--- config.mk ---
export PLATFORM = sky130hd
export DESIGN_NAME = stringtransmitter
export DESIGN_NICKNAME = d
export VERILOG_FILES = /design/src/rtl/stringtransmitter.sv
export SDC_FILE = /design/constraint.sdc
export NUM_CORES = 1
export LEC_CHECK = 0
export ABC_CLOCK_PERIOD_IN_PS = 3700
export CAP_MARGIN = 20
export CELL_PAD_IN_SITES_DETAIL_PLACEMENT = 1
export CELL_PAD_IN_SITES_GLOBAL_PLACEMENT = 2
export CORE_MARGIN = 2
export CORE_UTILIZATION = 30
export CTS_CLUSTER_DIAMETER = 100
export DETAILED_ROUTE_END_ITERATION = 10
export GPL_TIMING_DRIVEN = 0
export PLACE_DENSITY_LB_ADDON = 0.1
export SETUP_SLACK_MARGIN = 0.2
export SLEW_MARGIN = 10
export SYNTH_ARGS = -nofsm -noshare
export SYNTH_HDL_FRONTEND = slang
export SYNTH_SLANG_ARGS = --single-unit
--- constraint.sdc ---
create_clock -name clk -period 3.7 [get_ports clk]
set_input_delay 0.37 -clock clk [delete_from_list [all_inputs] [get_ports clk]]
set_output_delay 0.37 -clock clk [all_outputs]
set_load 0.01 [all_outputs]
--- src/rtl/stringtransmitter.sv ---
// Serial frame transmitter: shifts a frame out LSB-first and counts
// overlapping occurrences of a pattern, giving a reference count for detectors.
module stringtransmitter #(
  parameter int FRAME_W = 20,
  parameter int PAT_W   = 4,
  parameter int GAP     = 0
) (
  input  logic               clk,
  input  logic               rst,
  input  logic               start,
  input  logic [FRAME_W-1:0] frame,
  input  logic [PAT_W-1:0]   pattern,
  output logic               serial_out,
  output logic               frame_valid,
  output logic               busy,
  output logic               done,
  output logic [4:0]         expected_n
);

  localparam int CNT_W = $clog2(FRAME_W + 1);
  localparam int GAP_W = (GAP > 1) ? $clog2(GAP) : 1;
  localparam logic [CNT_W-1:0] LAST_BIT  = CNT_W'(FRAME_W - 1);
  localparam logic [CNT_W-1:0] FIRST_WIN = CNT_W'(PAT_W - 1);
  localparam logic [GAP_W-1:0] GAP_LOAD  = GAP_W'((GAP > 0) ? GAP - 1 : 0);

  typedef enum logic [1:0] {
    S_IDLE,
    S_SHIFT,
    S_DONE,
    S_GAP
  } state_e;

  state_e             state_q, state_d;
  logic [FRAME_W-1:0] shreg_q, shreg_d;
  logic [PAT_W-1:0]   pat_q, pat_d;
  logic [PAT_W-1:0]   win_q, win_d;
  logic [CNT_W-1:0]   cnt_q, cnt_d;
  logic [4:0]         match_q, match_d;
  logic [GAP_W-1:0]   gap_q, gap_d;
  logic               serial_q, serial_d;
  logic               fv_q, fv_d;
  logic               busy_q, busy_d;
  logic               done_q, done_d;
  logic [4:0]         expn_q, expn_d;
  logic [PAT_W-1:0]   win_shift;

  always_ff @(posedge clk or posedge rst) begin
    if (rst) begin
      state_q  <= S_IDLE;
      shreg_q  <= '0;
      pat_q    <= '0;
      win_q    <= '0;
      cnt_q    <= '0;
      match_q  <= '0;
      gap_q    <= '0;
      serial_q <= 1'b0;
      fv_q     <= 1'b0;
      busy_q   <= 1'b0;
      done_q   <= 1'b0;
      expn_q   <= '0;
    end else begin
      state_q  <= state_d;
      shreg_q  <= shreg_d;
      pat_q    <= pat_d;
      win_q    <= win_d;
      cnt_q    <= cnt_d;
      match_q  <= match_d;
      gap_q    <= gap_d;
      serial_q <= serial_d;
      fv_q     <= fv_d;
      busy_q   <= busy_d;
      done_q   <= done_d;
      expn_q   <= expn_d;
    end
  end

  always_comb begin
    state_d   = state_q;
    shreg_d   = shreg_q;
    pat_d     = pat_q;
    win_d     = win_q;
    cnt_d     = cnt_q;
    match_d   = match_q;
    gap_d     = gap_q;
    serial_d  = serial_q;
    fv_d      = fv_q;
    busy_d    = busy_q;
    done_d    = 1'b0;
    expn_d    = expn_q;
    // Bit on the line this cycle enters at the MSB, so the newest bit is the window's top.
    win_shift = {shreg_q[0], win_q[PAT_W-1:1]};

    case (state_q)
      S_IDLE: begin
        serial_d = 1'b0;
        fv_d     = 1'b0;
        busy_d   = 1'b0;
        if (start) begin
          shreg_d  = frame;
          pat_d    = pattern;
          win_d    = '0;
          cnt_d    = '0;
          match_d  = '0;
          serial_d = frame[0];
          fv_d     = 1'b1;
          busy_d   = 1'b1;
          state_d  = S_SHIFT;
        end
      end
      S_SHIFT: begin
        win_d   = win_shift;
        cnt_d   = cnt_q + 1'b1;
        shreg_d = shreg_q >> 1;
        if (cnt_q >= FIRST_WIN && win_shift == pat_q) begin
          match_d = match_q + 5'd1;
        end
        if (cnt_q == LAST_BIT) begin
          state_d  = S_DONE;
          done_d   = 1'b1;
          expn_d   = match_d;
          serial_d = 1'b0;
          fv_d     = 1'b0;
        end else begin
          serial_d = shreg_q[1];
        end
      end
      S_DONE: begin
        serial_d = 1'b0;
        fv_d     = 1'b0;
        if (GAP > 0) begin
          state_d = S_GAP;
          gap_d   = GAP_LOAD;
          busy_d  = 1'b1;
        end else begin
          state_d = S_IDLE;
          busy_d  = 1'b0;
        end
      end
      S_GAP: begin
        serial_d = 1'b0;
        fv_d     = 1'b0;
        if (gap_q == '0) begin
          state_d = S_IDLE;
          busy_d  = 1'b0;
        end else begin
          gap_d = gap_q - 1'b1;
        end
      end
      default: begin
        state_d = S_IDLE;
      end
    endcase
  end

  assign serial_out  = serial_q;
  assign frame_valid = fv_q;
  assign busy        = busy_q;
  assign done        = done_q;
  assign expected_n  = expn_q;

endmodule
### Word-level counts from Yosys, hierarchy flattened

Index checks and enable logic that the tools add are counted.

| word-level totals | value |
|---|---|
| register bits | 50 |
| bits in latches | 0 |
| memory bits (writable) | 0 |
| memory bits (read-only) | 0 |
| output and inout port bits | 9 |
| word-level logic and storage cells | 57 |
| memories | 0 |

| operators by class | value |
|---|---|
| $add $sub $neg | 3 |
| multipliers | 0 |
| divide/modulo/power cells | 0 |
| order comparisons | 1 |
| equality and inequality tests | 8 |
| shift-type cells | 0 |
| muxes and demuxes | 23 |
| bitwise operators | 0 |
| reductions and logical operators | 10 |

Operators with widths:

| operator | number |
|---|---|
| $pmux W20 S2 | 1 |
| $mux W20 | 1 |
| $pmux W5 S2 | 2 |
| $add A5 B1 Y5 const B | 2 |
| $mux W5 | 2 |
| $pmux W1 S3 | 3 |
| $mux W1 | 8 |
| $pmux W2 S4 | 1 |
| $pmux W4 S2 | 1 |
| $reduce_and A2 Y1 | 4 |
| $mux W2 | 3 |
| $ne A2 B2 Y1 const B | 3 |
| $eq A5 B5 Y1 const B | 1 |
| $ge A5 B2 Y1 const B | 1 |
| $eq A2 B2 Y1 const B | 2 |
| $eq A4 B4 Y1 | 1 |
| $mux W4 | 1 |
| $reduce_and A3 Y1 | 1 |
| $reduce_bool A3 Y1 | 1 |
| $eq A2 B1 Y1 const B | 1 |
| $logic_not A2 Y1 | 1 |
| $reduce_bool A2 Y1 | 1 |
| $reduce_or A2 Y1 | 1 |
| $logic_and A1 B1 Y1 | 1 |
| $sub A1 B1 Y1 const B | 1 |

### Longest topological paths before layout

Gate-level depths: netlist of the first run.

| logic depth | value |
|---|---|
| word-level depth | 4 |
| mapped depth | 7 |

### Worst setup path after synthesis of the first run

Ideal clock, no wire load.

| timing path | value |
|---|---|
| kind | flip-flop to flip-flop |
| start point | register cnt_q[0] |
| end point | register match_q[4] |
| arrival | 1.659 ns |
| required time | 3.554 ns |
| setup slack | 1.895 ns |
| stages on the path, launching flop included | 8 |
| path buffers | 2 |
| path through | dfrtp_1 -> ha_1 -> nor4_1 -> a211o_1 -> buf_6 -> buf_2 -> o311ai_0 -> o311ai_1 |

| between the ends | value |
|---|---|
| word-level cells in the longest chain between the ends | 4 |

RTL lines:

| item | line | source |
|---|---|---|
| start, declared | 37 | `logic [CNT_W-1:0] cnt_q, cnt_d;` |
| start signal, assigned | 66 | `cnt_q <= cnt_d;` |
| $ge A5 B2 Y1 | 114 | `if (cnt_q >= FIRST_WIN && win_shift == pat_q) begin` |
| $logic_and A1 B1 Y1 | 114 |  |
| $mux W5 | 114 |  |
| $pmux W5 S2 | 93 | `case (state_q)` |
| end signal, assigned | 67 | `match_q <= match_d;` |
| end, declared | 38 | `logic [4:0] match_q, match_d;` |

No other way between the ends.
A chain may end at the register's enable or synchronous reset.

### Worst setup path after layout of the first run

Same ends and word-level chain as after synthesis.

==> results of run 1 <==
[layout by cell type, fill, tap and decap left out, types with 2 or more instances in the layout]
cell type,instances
sky130_fd_sc_hd__a21oi_1,7
sky130_fd_sc_hd__a22o_1,4
sky130_fd_sc_hd__a22oi_1,6
sky130_fd_sc_hd__a31oi_1,18
sky130_fd_sc_hd__and2_1,14
sky130_fd_sc_hd__clkbuf_1,18
sky130_fd_sc_hd__clkbuf_8,6
sky130_fd_sc_hd__clkdlybuf4s50_1,35
sky130_fd_sc_hd__dfrtp_1,48
sky130_fd_sc_hd__ha_1,2
sky130_fd_sc_hd__mux2i_1,2
sky130_fd_sc_hd__nand2_1,37
sky130_fd_sc_hd__nand3_1,7
sky130_fd_sc_hd__nand4_1,2
sky130_fd_sc_hd__nor2_1,11
sky130_fd_sc_hd__nor2b_1,9
sky130_fd_sc_hd__o211ai_1,3
sky130_fd_sc_hd__o21ai_0,27
sky130_fd_sc_hd__o311ai_0,3
sky130_fd_sc_hd__o311ai_1,2
sky130_fd_sc_hd__o31ai_1,2
sky130_fd_sc_hd__or3_1,6
sky130_fd_sc_hd__or4_1,4
sky130_fd_sc_hd__xnor2_1,2
sky130_fd_sc_hd__xor2_1,2
[path summary, 6_finish.rpt]
check | start | end | slack, ps | cells after the start
max reg2reg | cnt_q[0]$_DFFE_PP0P_ | match_q[4]$_DFFE_PP0P_ | 1680 | 7
max | cnt_q[0]$_DFFE_PP0P_ | match_q[4]$_DFFE_PP0P_ | 1680 | 7
max in group asynchronous | rst | cnt_q[1]$_DFFE_PP0P_ | 2860 | 3
min reg2reg | shreg_q[15]$_DFFE_PP0P_ | shreg_q[15]$_DFFE_PP0P_ | 480 | 2
min in group clk | shreg_q[15]$_DFFE_PP0P_ | shreg_q[15]$_DFFE_PP0P_ | 480 | 2
min | rst | shreg_q[12]$_DFFE_PP0P_ | 330 | 2
[logic make-up (layout without fill, tap and decap cells)]
logic type	Yosys count	count (layout)	synth area share, %
mux	2	2	0.867
flops	48	48	52.0
buf+inv	21	65	3.79
fa+ha+maj	2	2	1.08
compound gates	76	76	20.7
xor+xnor	4	4	1.52
simple gates	93	93	20.0
[where the power goes]
| part | internal, mW | leakage, nW | switching (mW) |
|---|---|---|---|
| logic | 0.422 | 0.520 | 0.551 |
| registers | 0.732 | 0.620 | 0.158 |
| clock network | 0.153 | 0.0455 | 0.172 |
[cell type report]
| class | instances | area [sq um] |
|---|---|---|
| plain buffers | 18 | 76.3 |
| clock buffers | 8 | 90.1 |
| fillers | 862 | 4480 |
| inverters | 3 | 11.3 |
| multi-input cells | 177 | 1020 |
| flip-flops and latches | 48 | 1200 |
| well taps | 99 | 124 |
| repair buffers | 36 | 370 |
[flip-flops by register name, indices dropped and copies added (netlist names)]
| register | count |
|---|---|
| expected_n | 5 |
| cnt_q | 5 |
| done | 1 |
| shreg_q | 20 |
| serial_out | 1 |
| busy | 1 |
| frame_valid | 1 |
| state_q | 2 |
| pat_q | 4 |
| match_q | 5 |
| win_q | 3 |
[stage by stage]
stage / utilization [%] / setup slack, ps / hold slack (ps) / power, mW
finish: 39.3 / 1680 / 335 / 2.19
global route: 39.3 / 1460 / 379 / 2.40
CTS: 39.3 / 1650 / 348 / 2.24
detailed placement: 38.0 / 1450 / 467 / 1.90
global placement: 37.8 / 1030 / 456 / 1.88
floorplan: - / 1890 / 442 / 1.53
[critical path, cell delays in order, from the launching register on]
cell and delay, ps:
sky130_fd_sc_hd__dfrtp_1 420, sky130_fd_sc_hd__ha_1 260, sky130_fd_sc_hd__nor4_1 70, sky130_fd_sc_hd__a211o_1 330, sky130_fd_sc_hd__buf_6 150, sky130_fd_sc_hd__buf_2 170
sky130_fd_sc_hd__o311ai_0 330, sky130_fd_sc_hd__o311ai_1 150
[layer usage]
metal	global-route usage (%)	up-vias
li1	-	968
met1	20.1	959
met2	24.7	27
met3	2.55	8
met4	4.48	0
met5	0	-
==> summary.md, run 1 <==
| Metric | Value |
|---|---|
| Setup Total Neg Slack | 0 ps |
| Minimum clock period after layout | 2020 ps |
| Arrival time at the worst endpoint | 2180 ps |
| Post-route antenna net violation count | 0 |
| Sinks on the clock net | 48 |
| Clock-pin slew on the worst setup and hold paths | 90 ps |
| Initial antenna violation count | 0 |
| Area of the mapped netlist | 2310 sq um |
| Routed length on met2 | 2.82 mm |
| Cts hold-fix bufs | 0 |
| Unique cell type count in the Yosys netlist | 34 |
| Worst slew slack as a fraction of its limit | 60.1% |
| Yosys reg bits | 48 |
| Post-DR vias/cell | 5.04 |
| Post-DR wirelength/cell | 15.3 um |
| Horizontal extent of the die | 91.7 um |
| Post-layout instance count excluding filler cells | 389 |
| Placement row count | 31 |
| Post-detailed-placement cell area | 2800 sq um |
| DIE AREA | 8420 sq um |
| Cells after DPL | 381 |
| Area growth from synthesis to layout | 25.3% |
| Hold violation count in the final report | 0 |
| Post-cts sizing count | 0 |
| Diodes inserted | 0 |
| H-tree levels | 2 |
| Die Height | 91.7 um |
| Area of the core region | 7370 sq um |
| Primary flip-flop cell chosen by synthesis mapping | sky130_fd_sc_hd__dfrtp_1 |
| Via count of the first global-routing pass | 1996 |
| Initial standard-cell utilization of the core | 31.3% |
| Cells taking the most area after synthesis | sky130_fd_sc_hd__dfrtp_1, sky130_fd_sc_hd__nand2_1, sky130_fd_sc_hd__o21ai_0 |
| Transition at the pin with the smallest max-transition slack | 597 ps |
| Number of top-level design ports | 36 |
| Fraction of synthesis flops using an asynchronous set or reset pin | 100% |
| Weighted congestion reported at the end of routability-driven placement | 0.708 |
| Most numerous cell in the Yosys netlist | sky130_fd_sc_hd__dfrtp_1 |
| Buffers added on ports | 35 |
| TritonCTS clock tree | yes |
| First-pass GRT wire length | 10.1 mm |
| Power per Cell Area | 756 nW/um^2 |
| Fmax | 495 MHz |
| Global-route usage over all layers | 14.9% |
| Max-slew violations | 0 |
| Worst Path Required | 3860 ps |
| Total leakage power | 1.19 nW |
| Sequential-to-total area share from yosys stat | 52.0% |
| GR Overflow Total | 0 |
| Number of nets produced by synthesis | 275 |
| Proportion of netlist area held by the largest area contributor | 52.0% |
| RSZ-0062 raised after global routing | no |
| Cell type with the highest aggregate area in the netlist | sky130_fd_sc_hd__dfrtp_1 |
| 1st-pass router iterations | 4 |
| Post-CTS Setup Inserts | 0 |
| Clock latency on the worst-skew pair | 300 ps |
| Routed length on met1 | 2.91 mm |
| Critical path start-end classification | reg -> reg |
| Vias | 1962 |
| Maximum number of pins on one net before global-route repair | 36 |
| Worst vdd ir | 0.000195 V |
| Status | complete, no violations |
| Count of unresolved DRC violations after routing | 0 |
| CP endpoint kind | flop |
| Cts bufs inserted | 5 |
| Number of warnings issued by yosys | 0 |
| Net count of the finished layout | 318 |
| Per-instance average area after synthesis | 9.39 sq um |
| Worst hold path class | in -> async |
| Detailed router's first-iteration violation count | 58 |
| Kind of start point of the critical path | flop |
| Post-synth EDFFs | 0 |
| Share of the cycle needed by the critical path after routing | 54.6% |
| Max-cap violations | 0 |
| Top Metal Used | met4 |
| Final Cell Area | 2890 sq um |
| Total setup violations reported at the end of the flow | 0 |
| Most used standard cells in the synthesized netlist | sky130_fd_sc_hd__dfrtp_1, sky130_fd_sc_hd__nand2_1, sky130_fd_sc_hd__o21ai_0, sky130_fd_sc_hd__a31oi_1, sky130_fd_sc_hd__clkbuf_1 |
| Bufs on Longest Clock Path | 2 |
| Synthesized instance count | 246 |
| Post-detailed-placement half-perimeter wirelength | 4.31 mm |
| Routed length on met3 | 141 um |
| Total wire length after detailed routing | 5.95 mm |
| Fin Clk Skew | 6.53 ps |
| Cell chosen for the clock root | sky130_fd_sc_hd__clkbuf_8 |
| Fraction of layout cells with a size suffix above 1 | 3.45% |
| Worst-path maximum fanout | 10 |
Note: power is estimated with default switching activity, not from simulation.
==> run 2: changes to the inputs <==
ABC_CLOCK_PERIOD_IN_PS = 2100   (was 3700)
clock period = 2.1 ns   (was 3.7 ns; I/O delays follow)
==> summary.md, run 2 (synthesis results as in run 1) <==
| Metric | Value |
|---|---|
| Weighted congestion reported at the end of routability-driven placement | 0.708 |
| Die Height | 91.7 um |
| Final Cell Area | 2950 sq um |
| Fin Clk Skew | 8.26 ps |
| Post-detailed-placement half-perimeter wirelength | 4.31 mm |
| Via count of the first global-routing pass | 1998 |
| Diodes inserted | 0 |
| Worst vdd ir | 0.000368 V |
| Share of the cycle needed by the critical path after routing | 87.4% |
| 1st-pass router iterations | 4 |
| Worst Path Required | 2270 ps |
| Total leakage power | 1.23 nW |
| Area of the core region | 7370 sq um |
| Detailed router's first-iteration violation count | 57 |
| Post-DR wirelength/cell | 15.4 um |
| CP endpoint kind | flop |
| Arrival time at the worst endpoint | 2000 ps |
| Count of unresolved DRC violations after routing | 0 |
| Fraction of layout cells with a size suffix above 1 | 8.19% |
| Initial standard-cell utilization of the core | 31.3% |
| Highest-count cells in the layout ignoring fill and taps | sky130_fd_sc_hd__dfrtp_1, sky130_fd_sc_hd__nand2_1, sky130_fd_sc_hd__clkdlybuf4s50_1, sky130_fd_sc_hd__o21ai_0, sky130_fd_sc_hd__a31oi_1 |
| Minimum clock period after layout | 1830 ps |
| Post-layout instance count excluding filler cells | 392 |
| Status | complete, no violations |
| Vias | 1978 |
| Cts hold-fix bufs | 0 |
| Maximum number of pins on one net before global-route repair | 36 |
| Cells after DPL | 381 |
| Global-route usage over all layers | 15.0% |
| Clock latency on the worst-skew pair | 300 ps |
| Sinks on the clock net | 48 |
| Power per Cell Area | 1350 nW/um^2 |
| Post-route antenna net violation count | 0 |
| Max-cap violations | 0 |
| Number of cell instances on the worst register-to-register path | 7 |
| Initial antenna violation count | 0 |
| Bufs on Longest Clock Path | 2 |
| Cell chosen for the clock root | sky130_fd_sc_hd__clkbuf_8 |
| Critical path start-end classification | reg -> reg |
| Kind of start point of the critical path | flop |
| Fmax | 545 MHz |
| Number of top-level design ports | 36 |
| Worst-path maximum fanout | 10 |
| RSZ-0062 raised after global routing | yes |
| First-pass GRT wire length | 10.1 mm |
| Worst slew slack as a fraction of its limit | 62.8% |
| TritonCTS clock tree | yes |
| DIE AREA | 8420 sq um |
| Setup Total Neg Slack | 0 ps |
| Total power | 3.98 mW |
| Total setup violations reported at the end of the flow | 0 |
| H-tree levels | 2 |
| Terminus of the critical flop-to-flop path | match_q[4]$_DFFE_PP0P_ |
| Transition at the pin with the smallest max-transition slack | 556 ps |
| Buffers added on ports | 35 |
| GR Overflow Total | 0 |
| R2R Setup Slk | 270 ps |
| Cts bufs inserted | 5 |
| Placement row count | 31 |
| Net count of the finished layout | 321 |
| Launching point of the worst reg2reg path | cnt_q[1]$_DFFE_PP0P_ |
| Max-slew violations | 0 |
| Horizontal extent of the die | 91.7 um |
| Worst hold path class | in -> async |
| Register ranked first by flip-flop count | shreg_q |
| Total wire length after detailed routing | 6.05 mm |
| Filler cell count | 858 |
| Area growth from synthesis to layout | 27.7% |
| Number of flip-flops under the largest register name | 20 |
| Post-DR vias/cell | 5.05 |
| Hold violation count in the final report | 0 |
| Most common cell after layout, fill and taps aside | sky130_fd_sc_hd__dfrtp_1 |
| Post-detailed-placement cell area | 2800 sq um |
| Clock-pin slew on the worst setup and hold paths | 90 ps |
-- run 2: what timing repair did --
action | 4_1_cts | 5_1_grt
pin swaps | 0 | 1
resized for setup | 3 | 16
setup endpoints to repair | 13 | 36
buffers inserted | 1 | 2
-- run 2: per-stage QoR --
stage | util (%) | hold slack (ps) | setup WS (ps)
after CTS | 39.4 | 188 | 111
after global routing | 40.0 | 219 | 138
final | 40.0 | 175 | 265
after global placement | 37.8 | 456 | -411
after detailed placement | 38.0 | 467 | 13.7
after floorplan | - | 315 | 295
-- run 2: layout make-up --
cell class / count / area, sq um / share of cell area [%]
buffer: 18 / 86.3 / 2.93
clock buffer: 8 / 90.1 / 3.05
inverter: 3 / 11.3 / 0.382
multi-input combinational: 177 / 1040 / 35.4
sequential: 48 / 1200 / 40.7
tap: 99 / 124 / 4.20
timing repair buffer: 39 / 393 / 13.3
-- run 2: where the power goes --
group | leakage, nW | total [mW] | switching [mW] | internal, mW
sequential | 0.620 | 1.58 | 0.287 | 1.29
combinational | 0.562 | 1.83 | 1.00 | 0.827
clock | 0.0455 | 0.571 | 0.302 | 0.269
-- run 2: critical path: stages (launching register included) --
cell and delay [ps]:
sky130_fd_sc_hd__dfrtp_1 430, sky130_fd_sc_hd__ha_4 180, sky130_fd_sc_hd__nor4_1 50, sky130_fd_sc_hd__a211o_1 300, sky130_fd_sc_hd__buf_6 150, sky130_fd_sc_hd__buf_2 170, sky130_fd_sc_hd__o311ai_1 280, sky130_fd_sc_hd__o311ai_1 140
-- run 2: routing by layer --
layer	wire, um	global-route usage (%)	share of wire (%)
met1	2930	20.0	48
met2	2900	24.8	48
met3	141	2.55	2.3
met4	75	4.48	1.2
met5	0	0	0
-- run 2: worst max path at each step --
stage / slack (ps) / startpoint / depth (start not counted) / end
6_report: 270 / cnt_q[1]$_DFFE_PP0P_ / 7 / match_q[4]$_DFFE_PP0P_
5_1_grt: 140 / cnt_q[1]$_DFFE_PP0P_ / 7 / match_q[4]$_DFFE_PP0P_
4_1_cts: 110 / cnt_q[1]$_DFFE_PP0P_ / 7 / match_q[4]$_DFFE_PP0P_
3_5_place_dp: 10 / start / 5 / shreg_q[11]$_DFFE_PP0P_
3_3_place_gp: -410 / rst / 2 / shreg_q[2]$_DFFE_PP0P_
2_1_floorplan: 290 / cnt_q[0]$_DFFE_PP0P_ / 7 / match_q[4]$_DFFE_PP0P_
==> run 3: changes to the inputs <==
CORE_MARGIN = default   (was 2)
TNS_END_PERCENT = 20   (was default)
==> summary.md, run 3 (synthesis results as in run 1) <==
| Metric | Value |
|---|---|
| Highest-count cells in the layout ignoring fill and taps | sky130_fd_sc_hd__dfrtp_1, sky130_fd_sc_hd__nand2_1, sky130_fd_sc_hd__clkdlybuf4s50_1, sky130_fd_sc_hd__o21ai_0, sky130_fd_sc_hd__a31oi_1 |
| Area growth from synthesis to layout | 28.3% |
| Setup Total Neg Slack | 0 ps |
| Setup Slack @ Placement | 43.1 ps |
| Power per Cell Area | 1360 nW/um^2 |
| Final critical-path setup slack | 264 ps |
| Post-DR wirelength/cell | 15.8 um |
| Initial standard-cell utilization of the core | 31.5% |
| Clock-pin slew on the worst setup and hold paths | 90 ps |
| RSZ-0062 raised after global routing | yes |
| Cells after DPL | 381 |
| Fraction of the core area covered by cells at the end of the flow | 40.4% |
| Maximum number of pins on one net before global-route repair | 26 |
| Transition at the pin with the smallest max-transition slack | 587 ps |
| GR Overflow Total | 0 |
| Worst Path Required | 2270 ps |
| Buffers added on ports | 35 |
| Weighted congestion reported at the end of routability-driven placement | 0.688 |
| Worst-path maximum fanout | 10 |
| Post-DR vias/cell | 5.13 |
| Post-layout instance count excluding filler cells | 392 |
| Cell chosen for the clock root | sky130_fd_sc_hd__clkbuf_8 |
| Most common cell after layout, fill and taps aside | sky130_fd_sc_hd__dfrtp_1 |
| CP endpoint kind | flop |
| Launching point of the worst reg2reg path | cnt_q[1]$_DFFE_PP0P_ |
| Filler cell count | 863 |
| Worst slew slack as a fraction of its limit | 60.8% |
| Total wire length after detailed routing | 6.19 mm |
| Number of top-level design ports | 36 |
| Horizontal extent of the die | 89.7 um |
| DIE AREA | 8050 sq um |
| Post-detailed-placement half-perimeter wirelength | 4.33 mm |
| Bufs on Longest Clock Path | 2 |
| TritonCTS clock tree | yes |
| Reg area | 1200 sq um |
| Number of flip-flops under the largest register name | 20 |
| Minimum clock period after layout | 1840 ps |
| Global-route usage over all layers | 16.2% |
| Area of the core region | 7330 sq um |
| H-tree levels | 2 |
| Hold violation count in the final report | 0 |
| Share of the cycle needed by the critical path after routing | 87.4% |
| Clock latency on the worst-skew pair | 300 ps |
| Kind of start point of the critical path | flop |
| Number of cell instances on the worst register-to-register path | 7 |
| Area of the multi-input gates | 1060 sq um |
| R2R Setup Slk | 260 ps |
| Fraction of layout cells with a size suffix above 1 | 7.17% |
| Max-slew violations | 0 |
| Via count of the first global-routing pass | 2046 |
| Register ranked first by flip-flop count | shreg_q |
| First-pass GRT wire length | 10.4 mm |
| Status | complete, no violations |
| Diodes inserted | 0 |
| Sinks on the clock net | 48 |
| Post-route antenna net violation count | 0 |
| Worst hold path class | in -> async |
| Die Height | 89.7 um |
| Count of unresolved DRC violations after routing | 0 |
| Max-cap violations | 0 |
| Cts hold-fix bufs | 0 |
| 1st-pass router iterations | 4 |
| Arrival time at the worst endpoint | 2000 ps |
| Total leakage power | 1.22 nW |
| Placement row count | 31 |
| Cts bufs inserted | 5 |
| Worst vdd ir | 0.000381 V |
| Vias | 2011 |
| Fin Clk Skew | 10.4 ps |
| Detailed router's first-iteration violation count | 62 |
| Fmax | 545 MHz |
| Critical path start-end classification | reg -> reg |
| Net count of the finished layout | 321 |
| Total setup violations reported at the end of the flow | 0 |
| Launch point of the worst path | cnt_q[1]$_DFFE_PP0P_ |
| Terminus of the critical flop-to-flop path | match_q[4]$_DFFE_PP0P_ |
| Initial antenna violation count | 0 |
| Crit path capture | match_q[4]$_DFFE_PP0P_ |
run 3: cell count changes in the layout (fill, tap and decap cells not counted):
cell	previous run	this run
sky130_fd_sc_hd__o311ai_1	3	1
sky130_fd_sc_hd__o311ai_2	0	1
sky130_fd_sc_hd__o311ai_4	0	1
sky130_fd_sc_hd__nand2_1	36	37
sky130_fd_sc_hd__clkbuf_2	8	5
sky130_fd_sc_hd__buf_2	1	0
sky130_fd_sc_hd__xnor2_2	1	0
sky130_fd_sc_hd__clkbuf_1	10	13
sky130_fd_sc_hd__nand2_2	1	0
sky130_fd_sc_hd__xnor2_1	1	2
sky130_fd_sc_hd__buf_4	3	4
run 3: how the worst min path moves through the flow:
stage / startpoint / endpoint / slack [ps] / cells past startpoint
finish: rst / shreg_q[12]$_DFFE_PP0P_ / 280 / 2
global route: rst / expected_n[1]$_DFFE_PP0P_ / 350 / 2
CTS: rst / match_q[2]$_DFFE_PP0P_ / 310 / 2
detailed placement: shreg_q[13]$_DFFE_PP0P_ / shreg_q[13]$_DFFE_PP0P_ / 470 / 2
global placement: shreg_q[16]$_DFFE_PP0P_ / shreg_q[16]$_DFFE_PP0P_ / 460 / 2
floorplan: pattern[0] / pat_q[0]$_DFFE_PP0P_ / 320 / 2
run 3: layout make-up:
class / instances / area share (%)
Tap cell: 99 / 4.18
Buffer: 18 / 2.87
Sequential cell: 48 / 40.5
Timing Repair Buffer: 39 / 13.3
Inverter: 3 / 0.380
Clock buffer: 8 / 3.04
Multi-Input combinational cell: 177 / 35.7
run 3: power breakdown:
group          switching (mW)  internal (mW)
Clock                   0.315          0.270
Combinational            1.04          0.825
Sequential              0.287           1.29
Total                    1.64           2.38
run 3: timing repair:
item	4_1_cts	5_1_grt
buffers inserted	1	2
gates cloned	0	0
pin swaps	0	2
resized for setup	3	14
endpoints found under the setup margin	13	35
run 3: metrics by stage:
| step | total power, mW | hold slack (ps) | instance area, sq um |
|---|---|---|---|
| global placement | 3.30 | 456 | 2780 |
| floorplan | 2.69 | 315 | 2310 |
| global route | 4.38 | 350 | 2960 |
| CTS | 3.98 | 313 | 2910 |
| detailed placement | 3.35 | 468 | 2800 |
| finish | 4.03 | 283 | 2960 |
run 3: routing by layer:
layer | GRT usage, % | vias up | part of all wire, %
met3 | 2.88 | 5 | 2.0
met1 | 21.5 | 1007 | 48
met4 | 4.51 | 0 | 1.1
met2 | 27.1 | 24 | 49
li1 | - | 975 | -
met5 | 0 | - | 0
run 3: critical path, stage by stage (launching register included):
cell and delay [ps]:
sky130_fd_sc_hd__dfrtp_1 430, sky130_fd_sc_hd__ha_4 170, sky130_fd_sc_hd__nor4_1 50, sky130_fd_sc_hd__a211o_1 340
sky130_fd_sc_hd__buf_6 150, sky130_fd_sc_hd__buf_4 170, sky130_fd_sc_hd__o311ai_4 280, sky130_fd_sc_hd__o311ai_2 130
